File: config.mk
export PLATFORM = sky130hd
export DESIGN_NAME = aes_io_sequencer
export DESIGN_NICKNAME = d
export VERILOG_FILES = /design/src/rtl/aes_io_pkg.sv /design/src/rtl/aes_io_sequencer.sv
export SDC_FILE = /design/constraint.sdc
export NUM_CORES = 1
export LEC_CHECK = 0
export CORE_MARGIN = 3
export CORE_UTILIZATION = 35
export CTS_CLUSTER_DIAMETER = 50
export DETAILED_ROUTE_END_ITERATION = 16
export PLACE_DENSITY = 0.68
export REMOVE_ABC_BUFFERS = 1
export SYNTH_ARGS = -nofsm -noshare
export SYNTH_HDL_FRONTEND = slang
export SYNTH_SLANG_ARGS = --single-unit
File: constraint.sdc
create_clock -name clk -period 6.15 [get_ports clk]
set_clock_uncertainty 0.15 [all_clocks]
set_input_delay 1.23 -clock clk [delete_from_list [all_inputs] [get_ports clk]]
set_output_delay 1.23 -clock clk [all_outputs]
set_load 0.05 [all_outputs]
File: src/rtl/aes_io_pkg.sv
// Shared widths, state encoding and word-select helper for the AES host I/O sequencer.
package aes_io_pkg;

  localparam int unsigned WORD_W     = 32;
  localparam int unsigned BLOCK_W    = 128;
  localparam int unsigned NUM_WORDS  = 4;
  localparam int unsigned WORD_IDX_W = $clog2(NUM_WORDS);

  typedef enum logic [1:0] {
    LOAD   = 2'd0,
    START  = 2'd1,
    WAIT   = 2'd2,
    UNLOAD = 2'd3
  } seq_state_t;

  // Word 0 is the most significant word of the block.
  function automatic logic [WORD_W-1:0] block_word(input logic [BLOCK_W-1:0]    blk,
                                                   input logic [WORD_IDX_W-1:0] idx);
    logic [BLOCK_W-1:0] shifted;
    shifted = blk << (32'(idx) * WORD_W);
    return shifted[BLOCK_W-1 -: WORD_W];
  endfunction

endpackage

File: src/rtl/aes_io_sequencer.sv
// Loads four host words into the external 32->128 shift register, starts the AES core,
// waits (bounded) for its result and streams the 128-bit result back MSB word first.
module aes_io_sequencer
  import aes_io_pkg::*;
#(
  parameter int unsigned TIMEOUT_CYCLES = 64
) (
  input  logic               clk,
  input  logic               reset,
  input  logic               in_valid,
  input  logic [WORD_W-1:0]  in_data,
  output logic               in_ready,
  output logic [WORD_W-1:0]  sr_data,
  output logic               sr_shift,
  output logic               core_start,
  input  logic               core_done,
  input  logic [BLOCK_W-1:0] core_result,
  output logic               out_valid,
  output logic [WORD_W-1:0]  out_data,
  input  logic               out_ready,
  output logic               busy,
  output logic               timeout_err
);

  localparam int unsigned TCNT_W = (TIMEOUT_CYCLES > 1) ? $clog2(TIMEOUT_CYCLES) : 1;
  localparam logic [TCNT_W-1:0]     TCNT_LAST = TCNT_W'(TIMEOUT_CYCLES - 1);
  localparam logic [WORD_IDX_W-1:0] LAST_WORD = WORD_IDX_W'(NUM_WORDS - 1);

  seq_state_t              state, state_d;
  logic [WORD_IDX_W-1:0]   word_cnt, word_cnt_d;
  logic [TCNT_W-1:0]       tcnt, tcnt_d;
  logic [BLOCK_W-1:0]      res_q, res_d;
  logic                    err_d;

  // Host-facing strobes are pure state decodes so they never depend on valid/ready.
  assign in_ready   = (state == LOAD);
  assign out_valid  = (state == UNLOAD);
  assign core_start = (state == START);
  assign busy       = (state != LOAD);
  assign sr_data    = in_data;
  assign sr_shift   = in_valid & in_ready;
  assign out_data   = out_valid ? block_word(res_q, word_cnt) : '0;

  // State and datapath registers.
  always_ff @(posedge clk or posedge reset) begin
    if (reset) begin
      state       <= LOAD;
      word_cnt    <= '0;
      tcnt        <= '0;
      res_q       <= '0;
      timeout_err <= 1'b0;
    end else begin
      state       <= state_d;
      word_cnt    <= word_cnt_d;
      tcnt        <= tcnt_d;
      res_q       <= res_d;
      timeout_err <= err_d;
    end
  end

  // Next-state logic; word_cnt is shared by the load and unload phases.
  always_comb begin
    state_d    = state;
    word_cnt_d = word_cnt;
    tcnt_d     = tcnt;
    res_d      = res_q;
    err_d      = timeout_err;
    case (state)
      LOAD: begin
        if (sr_shift) begin
          word_cnt_d = word_cnt + WORD_IDX_W'(1);
          if (word_cnt == LAST_WORD) state_d = START;
        end
      end
      START: begin
        tcnt_d  = '0;
        state_d = WAIT;
      end
      WAIT: begin
        tcnt_d = tcnt + TCNT_W'(1);
        // A done on the terminal cycle still counts as a success.
        if (core_done) begin
          res_d      = core_result;
          word_cnt_d = '0;
          state_d    = UNLOAD;
        end else if (tcnt == TCNT_LAST) begin
          err_d   = 1'b1;
          state_d = LOAD;
        end
      end
      UNLOAD: begin
        if (out_ready) begin
          word_cnt_d = word_cnt + WORD_IDX_W'(1);
          if (word_cnt == LAST_WORD) state_d = LOAD;
        end
      end
      default: state_d = LOAD;
    endcase
  end

endmodule
==> metrics.txt <==
vias=4116; combined area of all synthesized cells=6670 um2; worst setup path class=reg -> out; status=finished clean; count of instances resized after the clock tree is built=0; post-CTS setup buffers=0; hold violation count in the final report=0; worst hold path startpoint=timeout_err$_DFFE_PP0P_; Die Wd=144 um; final HPWL from detailed placement=10.9 mm; arrival time of the worst setup path=around 3.1 ns; number of distinct library cells after synthesis=35; TritonCTS clock tree=done; Buffers on Ports=170; DRC errors left=0; beginning of the worst register-to-register path=state[0]$_DFFE_PP0P_; number of register bits inferred by synthesis=139; Critical Path End Type=output pin; Routability Congestion=0.766; Initial Utilization=36.4%; clock sink count=139; Die Outline Area=between 20000 and 25000 um2; area grow syn2layout=34.2%; num rows=49; ratio of final minimum period to clock period=72.3%; commonest cells after routing, fill and taps aside=170 x sky130_fd_sc_hd__clkdlybuf4s50_1, 137 x sky130_fd_sc_hd__dfrtp_1, 128 x sky130_fd_sc_hd__mux2_2; layout cells sized above 1=32.4%; crit path launch type=flop; Net count, final=760; commonest non-fill, non-tap cell in the layout=sky130_fd_sc_hd__clkdlybuf4s50_1; Post-synth EDFFs=0; cells after synthesis=approximately 460; commonest register cell after synthesis=sky130_fd_sc_hd__dfrtp_1; setup TNS=0 ns; count of cells along the worst hold path=1; CTS H-tree depth=4; number of cells on the worst reg-to-reg path=5; gr ovfl total=0; Critical Path Fanout Max=19; worst slack on hold paths=0.312 ns; clock tree buffer depth=2; remaining antenna violation count after routing=0; average wire per cell in the routed design=18.8 um; diode count=0; pin count of the biggest net entering global routing=95; end point of the most critical hold path=timeout_err$_DFFE_PP0P_; sequential element share of the synthesized area=52.2%; Slew headroom=a little over a third; total clock buffers created by CTS=17; number of vias per cell=4.95; wire length after detailed routing=15.6 mm; Max Transition Viols Final=0; worst reg2reg endpoint=res_q[85]$_DFFE_PP0P_; hold-fix buffer count after cts=0; count of synthesis-stage warnings from yosys=0; Worst-Margin Slew=~0.95 ns; Die H=144 um; length of the first detailed-routing pass in iterations=6; PwrDens=525 nW/um2; number of antenna violations at the first check in global routing=1; clock latency on the worst-skew pair=0.41 ns; Tmin final=about 4.4 ns; count of routing violations after the opening detailed-route iteration=123; worst hold path type=reg -> reg; fraction of registers with async set or reset after synthesis=100%; number of global-route vias before repair=4508; worst-case vdd ir drop=around 0.26 mV; first-pass GRT wire length=24.4 mm; register-to-register setup slack=~3.4 ns; highest clock frequency the design can meet=225 MHz; leakage power of the design=around 0.0037 uW; IO Pins=235; number of maximum-capacitance violations=0; clock slew at the register clock pins of the worst setup and hold paths=0.06 ns; global-route usage over all layers=15.4%; Post-Layout Inst Area=slightly below 9000 um2; final setup violating endpoints=0; area of the core region=roughly 18000 um2; average instance area after synthesis=14.6 um2; buffer type at the clock tree root=sky130_fd_sc_hd__clkbuf_16; placed cell area=8300 um2; Critical Path RT=about 4.8 ns; unrepaired setup endpoints after global routing=false
-- registers in the layout, indices dropped and copies added (netlist names) --
register     flops
res_q          128
tcnt             6
state            2
word_cnt         2
timeout_err      1
-- through the flow --
step	std cells	power, uW	utilization (%)	setup WS (ns)
2_1_floorplan	396	3080	-	1.05
3_3_place_gp	799	3530	45.3	2.01
3_5_place_dp	799	3610	45.3	2.05
4_1_cts	831	4760	48.8	1.59
5_1_grt	831	4980	48.8	1.48
6_report	831	4700	48.8	1.70
-- report_power, final --
part	internal [uW]	switching [uW]	leakage [uW]
Clock	724	404	0.000304
Combinational	1060	845	0.00169
Sequential	1370	293	0.00166
Total	3150	1540	0.00365
-- synth_stat cells, types with 4 or more instances --
| cell | number | share of area [%] |
|---|---|---|
| sky130_fd_sc_hd__and2_1 | 35 | 3.3 |
| sky130_fd_sc_hd__buf_2 | 17 | 1.3 |
| sky130_fd_sc_hd__buf_4 | 32 | 3.6 |
| sky130_fd_sc_hd__clkbuf_1 | 6 | 0.34 |
| sky130_fd_sc_hd__dfrtp_1 | 139 | 52 |
| sky130_fd_sc_hd__ha_1 | 6 | 1.1 |
| sky130_fd_sc_hd__inv_1 | 9 | 0.51 |
| sky130_fd_sc_hd__mux2_2 | 128 | 22 |
| sky130_fd_sc_hd__mux4_1 | 4 | 1.6 |
| sky130_fd_sc_hd__mux4_2 | 28 | 9.5 |
| sky130_fd_sc_hd__nand2_1 | 6 | 0.34 |
| sky130_fd_sc_hd__nand3_1 | 4 | 0.30 |
| sky130_fd_sc_hd__o21ai_0 | 9 | 0.68 |
-- layer usage --
layer  part of all wire, %  global-route usage, %  wire (um)
met1                    41                   19.2       6480
met2                    48                   24.2       7550
met3                   9.5                   7.77       1480
met4                  0.76                   3.47        119
met5                     0                  0.957          0
-- critical path, stage by stage, from the launching register on --
cell	delay (ns)
sky130_fd_sc_hd__dfrtp_2	0.69
sky130_fd_sc_hd__buf_4	0.47
sky130_fd_sc_hd__mux4_1	0.60
sky130_fd_sc_hd__and2_1	0.17
sky130_fd_sc_hd__clkdlybuf4s50_1	0.69
-- area by class of cell --
| type | count | area, um2 |
|---|---|---|
| Fill cell | 1590 | 9390 |
| Sequential cell | 139 | 3480 |
| Multi-Input combinational cell | 248 | 2750 |
| Timing Repair Buffer | 174 | 1740 |
| Clock buffer | 19 | 433 |
| Tap cell | 229 | 287 |
| Clock inverter | 13 | 216 |
| Inverter | 9 | 38.8 |
-- kinds of logic (layout without fill, tap and decap cells) --
| kind of cell | after synthesis | count (layout) | synth area share, % |
|---|---|---|---|
| adder cells (fa/ha/maj) | 6 | 6 | 1.13 |
| AND/OR/NAND/NOR | 60 | 60 | 5.22 |
| buffers and inverters | 68 | 215 | 6.72 |
| flip-flops | 139 | 139 | 52.2 |
| XOR/XNOR | 1 | 1 | 0.131 |
| AO/OA/AOI/OAI | 21 | 21 | 1.95 |
| multiplexers | 160 | 160 | 32.7 |
-- worst max path at each step --
| stage | from | slack [ns] | endpoint |
|---|---|---|---|
| 6_report | word_cnt[0]$_DFFE_PP0P_ | 1.70 | out_data[28] |
| 5_1_grt | word_cnt[0]$_DFFE_PP0P_ | 1.48 | out_data[29] |
| 4_1_cts | word_cnt[0]$_DFFE_PP0P_ | 1.59 | out_data[28] |
| 3_5_place_dp | word_cnt[0]$_DFFE_PP0P_ | 2.05 | out_data[29] |
| 3_3_place_gp | word_cnt[0]$_DFFE_PP0P_ | 2.01 | out_data[28] |
| 2_1_floorplan | reset | 1.05 | res_q[0]$_DFFE_PP0P_ |
(Power assumes the default switching activity.)
